### src/rtl/uart_tx_arbiter.sv
// Round-robin frame arbiter sharing one uart_tx byte write port among NUM_REQ requesters.
// Define UART_ARB_TAG_EN to prepend a per-requester tag byte to every granted frame.
module uart_tx_arbiter #(
  parameter int          NUM_REQ  = 4,
  parameter int          TIMEOUT  = 1024,
  parameter logic [7:0]  TAG_BASE = 8'h30
) (
  input  logic                 i_clk,
  input  logic                 i_res,
  input  logic [NUM_REQ-1:0]   i_req,
  input  logic [8*NUM_REQ-1:0] i_data,
  input  logic [NUM_REQ-1:0]   i_last,
  output logic [NUM_REQ-1:0]   o_ack,
  output logic [NUM_REQ-1:0]   o_grant,
  output logic                 o_wen,
  output logic [7:0]           o_data,
  input  logic                 i_full,
  output logic                 o_timeout
);

  localparam int IDX_W = (NUM_REQ > 1) ? $clog2(NUM_REQ) : 1;
  localparam int CNT_W = (TIMEOUT > 1) ? $clog2(TIMEOUT) : 1;
  localparam logic [CNT_W-1:0] CNT_LAST = CNT_W'(TIMEOUT - 1);

`ifdef UART_ARB_TAG_EN
  typedef enum logic [1:0] {S_IDLE, S_TAG, S_XFER} state_t;
`else
  typedef enum logic [0:0] {S_IDLE, S_XFER} state_t;
`endif

  state_t             r_state;
  state_t             w_state_next;
  logic [NUM_REQ-1:0] r_grant;
  logic [NUM_REQ-1:0] w_grant_next;
  logic [IDX_W-1:0]   r_gidx;
  logic [IDX_W-1:0]   w_gidx_next;
  logic [IDX_W-1:0]   r_ptr;
  logic [IDX_W-1:0]   w_ptr_next;
  logic [CNT_W-1:0]   r_cnt;
  logic [CNT_W-1:0]   w_cnt_next;

  logic [7:0]         w_lane [NUM_REQ];
  logic               w_found;
  logic [IDX_W-1:0]   w_sel;
  logic [IDX_W-1:0]   w_cand;
  int                 w_cand_int;
  logic               w_req_g;
  logic               w_last_g;
  logic               w_wen;
  logic [7:0]         w_data;
  logic [NUM_REQ-1:0] w_ack;
  logic               w_timeout;

  genvar gi;
  generate
    for (gi = 0; gi < NUM_REQ; gi++) begin : g_lane
      assign w_lane[gi] = i_data[8*gi +: 8];
    end
  endgenerate

  // Search upward from the slot after the last owner so it ends up lowest priority.
  always_comb begin
    w_found    = 1'b0;
    w_sel      = '0;
    w_cand     = '0;
    w_cand_int = 0;
    for (int k = 1; k <= NUM_REQ; k++) begin
      w_cand_int = (int'(r_ptr) + k) % NUM_REQ;
      w_cand     = IDX_W'(w_cand_int);
      if (!w_found && i_req[w_cand]) begin
        w_found = 1'b1;
        w_sel   = w_cand;
      end
    end
  end

  assign w_req_g  = i_req[r_gidx];
  assign w_last_g = i_last[r_gidx];

  always_comb begin
    w_state_next = r_state;
    w_grant_next = r_grant;
    w_gidx_next  = r_gidx;
    w_ptr_next   = r_ptr;
    w_cnt_next   = r_cnt;
    w_wen        = 1'b0;
    w_data       = 8'h00;
    w_ack        = '0;
    w_timeout    = 1'b0;

    case (r_state)
      S_IDLE: begin
        if (w_found) begin
          w_grant_next = NUM_REQ'(1) << w_sel;
          w_gidx_next  = w_sel;
          w_cnt_next   = '0;
`ifdef UART_ARB_TAG_EN
          w_state_next = S_TAG;
`else
          w_state_next = S_XFER;
`endif
        end
      end

`ifdef UART_ARB_TAG_EN
      S_TAG: begin
        w_wen      = ~i_full;
        w_data     = TAG_BASE + 8'(r_gidx);
        w_cnt_next = '0;
        if (!i_full) begin
          w_state_next = S_XFER;
        end
      end
`endif

      S_XFER: begin
        w_wen  = w_req_g & ~i_full;
        w_data = w_lane[r_gidx];
        w_ack  = w_wen ? r_grant : '0;
        if (w_wen && w_last_g) begin
          w_state_next = S_IDLE;
          w_grant_next = '0;
          w_ptr_next   = r_gidx;
          w_cnt_next   = '0;
        end else if (w_req_g) begin
          // A held request stalled by i_full is not idle time.
          w_cnt_next = '0;
        end else if (r_cnt == CNT_LAST) begin
          w_timeout    = 1'b1;
          w_state_next = S_IDLE;
          w_grant_next = '0;
          w_ptr_next   = r_gidx;
          w_cnt_next   = '0;
        end else begin
          w_cnt_next = r_cnt + 1'b1;
        end
      end

      default: begin
        w_state_next = S_IDLE;
        w_grant_next = '0;
        w_cnt_next   = '0;
      end
    endcase

    if (i_res) begin
      w_wen     = 1'b0;
      w_ack     = '0;
      w_timeout = 1'b0;
    end
  end

  always_ff @(posedge i_clk) begin
    if (i_res) begin
      r_state <= S_IDLE;
      r_grant <= '0;
      r_gidx  <= '0;
      r_ptr   <= IDX_W'(NUM_REQ - 1);
      r_cnt   <= '0;
    end else begin
      r_state <= w_state_next;
      r_grant <= w_grant_next;
      r_gidx  <= w_gidx_next;
      r_ptr   <= w_ptr_next;
      r_cnt   <= w_cnt_next;
    end
  end

  assign o_wen     = w_wen;
  assign o_data    = w_data;
  assign o_ack     = w_ack;
  assign o_grant   = r_grant;
  assign o_timeout = w_timeout;

endmodule

### config.mk
export PLATFORM = sky130hd
export DESIGN_NAME = uart_tx_arbiter
export DESIGN_NICKNAME = d
export VERILOG_FILES = /design/src/rtl/uart_tx_arbiter.sv
export SDC_FILE = /design/constraint.sdc
export NUM_CORES = 1
export LEC_CHECK = 0
export CAP_MARGIN = 15
export CORE_MARGIN = 2
export CORE_UTILIZATION = 40
export CTS_BUF_LIST = sky130_fd_sc_hd__clkbuf_8
export CTS_CLUSTER_DIAMETER = 60
export CTS_CLUSTER_SIZE = 24
export DETAILED_ROUTE_END_ITERATION = 8
export PLACE_DENSITY_LB_ADDON = 0.3
export SYNTH_ARGS = -nofsm -noshare
export SYNTH_HDL_FRONTEND = slang
export SYNTH_SLANG_ARGS = --single-unit
### constraint.sdc
create_clock -name i_clk -period 2.5 [get_ports i_clk]
set_input_delay 0.5 -clock i_clk [delete_from_list [all_inputs] [get_ports i_clk]]
set_output_delay 0.5 -clock i_clk [all_outputs]
set_load 0.02 [all_outputs]
==> results of run 1 <==
-- power by group through the flow --
| stage | combinational [uW] | sequential [uW] | clock (uW) |
|---|---|---|---|
| floorplan | 136 | 335 | 0 |
| global placement | 281 | 331 | 0 |
| detailed placement | 289 | 331 | 0 |
| CTS | 281 | 324 | 226 |
| global route | 300 | 326 | 235 |
| finish | 280 | 324 | 222 |
-- cells in the final DEF, fill, tap and decap left out, drive strengths merged, types with 7 or more instances in the layout --
cell           count
dlygate4sd2        9
dfxtp             19
nor3               9
nor2              16
clkdlybuf4s50     42
nand3              7
and2              12
nand2              9
buf               20
mux4               9
a21oi             10
-- layout make-up --
type / count / share of cell area, %
Tap cell: 44 / 2.66
Timing Repair Buffer: 76 / 33.9
Clock inverter: 1 / 0.363
Multi-Input combinational cell: 116 / 42.4
Sequential cell: 19 / 18.4
Inverter: 2 / 0.363
Clock buffer: 3 / 1.99
-- final timing paths --
| path | end | cells past startpoint |
|---|---|---|
| setup / recovery | o_data[2] | 4 |
| hold / removal | o_grant[3] | 1 |
| setup reg to reg | r_ptr[1] | 6 |
| hold reg to reg | o_grant[3] | 1 |
-- registers in the layout (all words and copies together) (netlist names) --
| name | count |
|---|---|
| r_state | 1 |
| r_ptr | 2 |
| r_gidx | 2 |
| o_grant | 4 |
| r_cnt | 10 |
-- through the flow --
stage / utilization [%] / setup slack [ns] / cells / cell area (um^2) / power, uW
after floorplan: - / 0.442 / 142 / 1270 / 471
after global placement: 67.0 / -0.396 / 257 / 2030 / 612
after detailed placement: 67.0 / -0.453 / 257 / 2030 / 620
after CTS: 67.9 / -0.0154 / 261 / 2060 / 831
after global routing: 68.4 / 0.0871 / 261 / 2070 / 861
final: 68.4 / 0.129 / 261 / 2070 / 827
-- cells by family after synthesis --
logic type	after synthesis	synth area share (%)
AND/OR/NAND/NOR	68	28.7
AO/OA/AOI/OAI	33	18.1
flip-flops	19	29.9
multiplexers	13	19.5
buffers and inverters	7	2.16
XOR/XNOR	1	0.688
adder cells (fa/ha/maj)	1	0.983
-- layer usage --
metal  vias to the layer above  share of wire [%]  global-route usage (%)
li1                        684                  -                       -
met1                       644                 42                    27.0
met2                        42                 53                    41.5
met3                         4                4.1                    4.48
met4                         0               0.88                    2.54
met5                         -                  0                       0
-- what timing repair did --
item	4_1_cts	5_1_grt
endpoints found under the hold margin	0	0
resized for setup	32	5
hold buffers	0	0
pin swaps	0	0
endpoints found under the setup margin	14	6
==> results.md, run 1 <==
- Status: finished, final reports clean
- Slew margin rel.: 69.5%
- GR Util All Layers: 22.2%
- Min Hold Slack: 0.489 ns
- Inserted Diodes: 0
- Mapped Avg Cell Area: 8.96 um^2
- Row cnt: 20
- Internal power: 591 uW
- WL/cell: 14.3 um
- Synthesis Warnings: 0
- Arr. time, crit path: 1.87 ns
- Worst-path fanout max: 1
- Number of enable flip-flop cells after synthesis: 0
- TritonCTS clock tree: built
- Largest cells by area after synthesis: dfxtp_1 30%, mux4_2 16%, and2_1 5.9%
- Worst hold path type: reg -> reg
- Clk_skew: 0.00286 ns
- Clk_lat worst skew: 0.26 ns
- Max VDD drop: 0.248 mV
- Setup violations, final: 0
- Die Y-Extent: 60.4 um
- Crit path max-delay cell type: mux4_2
- Distinct cells, synth: 37
- Final Hold Vio Count: 0
- Crit Path Category: in -> out
- DP Wirelength: 3050 um
- Area of the multi-input gates: 877 um^2
- Final nets: 262
- Vias in the first global route: 1,304
- Gate power share: 33.9%
- CP cell instances: clkdlybuf4s50_1 -> mux4_2 -> and2_1 -> dlygate4sd2_1
- Iteration-0 DRC Markers: 73
- First-pass GRT wire length: 6110 um
- Clock power frac: 26.9%
- CP required: 2.00 ns
- Core ar.: 0.00303 mm^2
- Share of flip-flops with an asynchronous set or reset: 0%
- DRC viols: 0
- Least-Margin Pin Slew: 0.453 ns
- TNS Setup: 0 ns
- Post-synth top area share: 29.9%
- TritonCTS Buffers: 3
- Total gr overflow: 0
- I/O Buffers: 60
- Die footprint: 0.00365 mm^2
- H-tree levels: 1
- Syn_nets: 186
- CP top delay family: buffers and inverters
- Fillers: 241
- Period utilisation layout: 94.8%
- Sw Ratio: 28.5%
- Mapped Cells: 142
- Critical path endpoint category: output port
- RSZ-0062 raised after global routing: no
- Top_reg_cell synth: dfxtp_1
- Sw power: 236 uW
- MaxCap Viol Count: 0
- Worst r2r src: r_gidx[0]
- Root buffer cell: clkbuf_8
- Post-Syn Area: 0.00127 mm^2
- Starting density of the core: 42.0%
- Fmax: 0.422 GHz
- Chip Width: 60.4 um
- Area leader, netlist: dfxtp_1
- Post-CTS setup buffer count: 0
- Vias per cell: 5.26
- Initial antenna violation count: 0
- Layout area overhead: 62.7%
- Top cells by count, synth: 19 x dfxtp_1, 16 x nor2_1, 12 x and2_1, 10 x a21oi_1
- WP buf/inv: 2
- Setup slack, reg-to-reg: 0.65 ns
- I/O pins: 61
- Tmin final: 2.37 ns
- Startpoint Class: primary input
- Static leakage: 0.000861 uW
- Layout cells sized above 1: 19.4%
- Most common cell in the synthesized netlist: dfxtp_1
- Drt pass-1 iters: 4
- Slew Viols, Final: 0
- Maximum number of pins on one net before global-route repair: 18
- Share of power burned in registers: 39.3%
- Delay of the slowest critical-path stage: 0.47 ns
- Hold path start: o_grant[3]
- Post-route ant nets: 0
- Vias: 1,374
- CTS sink cnt: 19
- Clk slew on worst S/H paths: 0.07 ns
- Clk buf depth: 2
- Sequential share of the synthesized area: 29.9%
- Launch point of the critical path: i_data[26]
- Post-Route WL: 3740 um
- Yosys reg bits: 19
- Placer congestion estimate: 0.816
- FF+latch area: 380 um^2
- Power density cells: 399 mW/mm^2
(Power assumes the default switching activity.)
==> run 2, diff against run 1 <==
Settings changed: CTS_CLUSTER_DIAMETER 60 to 200.
==> results of run 2 <==
The final DEF is identical to that of run 1; final timing and power are the same.
==> run 3, diff against run 2 <==
--- a/config.mk
+++ b/config.mk
@@ -14,2 +14,3 @@
 export DETAILED_ROUTE_END_ITERATION = 8
+export HOLD_SLACK_MARGIN = 0.08
 export PLACE_DENSITY_LB_ADDON = 0.3
==> constraint.sdc (replaced) <==
create_clock -name i_clk -period 2.5 [get_ports i_clk]
set_input_delay 0.375 -clock i_clk [delete_from_list [all_inputs] [get_ports i_clk]]
set_output_delay 0.375 -clock i_clk [all_outputs]
set_load 0.02 [all_outputs]
==> run 3 against run 2 <==
Clock skew shrank 0.0013 ns. Maximum frequency down 2.2%. Register-to-register slack better by 0.02 ns. Flip-flop and latch count stayed put. Setup slack worse by 0.052 ns. Wire length shrank 1.5%. Sequential share of layout area up 0.13 points. First-iteration DRC count down 29%. Clock power fell by 4%. Via count increased by 0.87%. Critical endpoint is now o_ack[2]. Final cell count decreased by 1.1%.
==> results.md, run 3 (synthesis gave the netlist of run 1 again) <==
- Starting density of the core: 42.0%
- Delay of the slowest critical-path stage: 0.42 ns
- Arr. time, crit path: 2.05 ns
- Status: finished, final reports clean
- Drt pass-1 iters: 4
- Startpoint Class: primary input
- Most common cell after layout, fill and taps aside: clkdlybuf4s50_1
- Vias in the first global route: 1,311
- Die footprint: 0.00365 mm^2
- Row cnt: 20
- Vias per cell: 5.37
- Worst-path fanout max: 5
- Cells after DPL: 254
- MaxCap Viol Count: 0
- H-tree levels: 1
- Crit path max-delay cell type: clkdlybuf4s50_1
- DRC viols: 0
- CTS resizes: 5
- Initial antenna violation count: 0
- Post-route ant nets: 0
- Most numerous cell on the critical path: mux2_2
- Max VDD drop: 0.330 mV
- Inserted Diodes: 0
- Maximum number of pins on one net before global-route repair: 18
- Iteration-0 DRC Markers: 52
- RSZ-0062 raised after global routing: no
- Static leakage: 0.000803 uW
- CP top delay family: buffers and inverters
- Clk_lat worst skew: 0.25 ns
- TritonCTS Buffers: 3
- Root buffer cell: clkbuf_8
- Overall power: 821 uW
- Total gr overflow: 0
- Tmin final: 2.42 ns
- Min Hold Slack: 0.492 ns
- Slew Viols, Final: 0
- Least-Margin Pin Slew: 0.441 ns
- Commonest cells after routing, fill and taps aside: 54 x clkdlybuf4s50_1, 19 x dfxtp_1, 16 x nor2_1
- Setup violations, final: 0
- TritonCTS clock tree: built
- Critical path endpoint category: output port
- Crit Path Category: in -> out
- Core ar.: 0.00303 mm^2
- Clk buf depth: 2
- Fin worst setup slack: 0.0766 ns
- Layout cells sized above 1: 16.4%
- CP required: 2.12 ns
- Placer congestion estimate: 0.820
- Period utilisation layout: 96.9%
- Worst hold path type: reg -> reg
- Largest Register: r_cnt
- Post-place setup slack: -0.178 ns
- CP cell instances: clkdlybuf4s50_1 -> mux2_2 -> mux2_2 -> and3_1 -> and2_1 -> clkdlybuf4s15_1
- Clk slew on worst S/H paths: 0.07 ns
- Finished Layout Cells: 258
- Fmax: 0.413 GHz
- WP buf/inv: 2
- Slew margin rel.: 70.4%
- First-pass GRT wire length: 5910 um
- Clk_skew: 0.00160 ns
- WL/cell: 14.3 um
- Final nets: 259
- DP Wirelength: 2980 um
- Power density cells: 399 mW/mm^2
- Post-CTS setup buffer count: 0
- CTS sink cnt: 19
- Post-Route WL: 3680 um
- Vias: 1,386
- I/O Buffers: 60
- Chip Width: 60.4 um
- Final Hold Vio Count: 0
- Die Y-Extent: 60.4 um
- CTS Hold Bufs: 0
- I/O pins: 61
- Layout area overhead: 61.6%
- Max reg flops: 10
- GR Util All Layers: 21.6%
## run 3: metal layers
layer	wire [um]	global-route usage [%]
met3	190	5.54
met1	1530	25.3
met4	40	3.49
met5	0	0
met2	1920	40.4
## run 3: power breakdown
group	internal, uW	switching (uW)
clock	111	103
combinational	170	114
sequential	314	9.24
## run 3: worst paths after layout
path | start | endpoint | slack [ns] | depth (start not counted)
max | i_req[2] | o_ack[2] | 0.08 | 6
min | o_grant[1] | o_grant[1] | 0.49 | 1
max reg2reg | r_gidx[0] | o_grant[0] | 0.67 | 5
min reg2reg | o_grant[1] | o_grant[1] | 0.49 | 1
## run 3: per-stage QoR
stage | cell area, um^2 | setup TNS (ns) | utilization, %
5_1_grt | 2060 | 0 | 67.9
3_3_place_gp | 2010 | -0.547 | 66.2
2_1_floorplan | 1270 | 0 | -
6_report | 2060 | 0 | 67.9
3_5_place_dp | 2010 | -0.708 | 66.2
4_1_cts | 2050 | 0 | 67.6
## run 3: worst register-to-register path, stage by stage (launching register included)
cell and delay, ns:
dfxtp_1 0.33, buf_4 0.19, mux4_2 0.53, a32o_2 0.34, nor3_4 0.23, a22o_1 0.16
## run 3: layout make-up
cell class	count	area, um^2
fillers	240	972
multi-input cells	116	867
repair buffers	73	699
flip-flops and latches	19	380
well taps	44	55.1
clock buffers	3	41.3
inverters	2	7.51
clock inverters	1	5.00
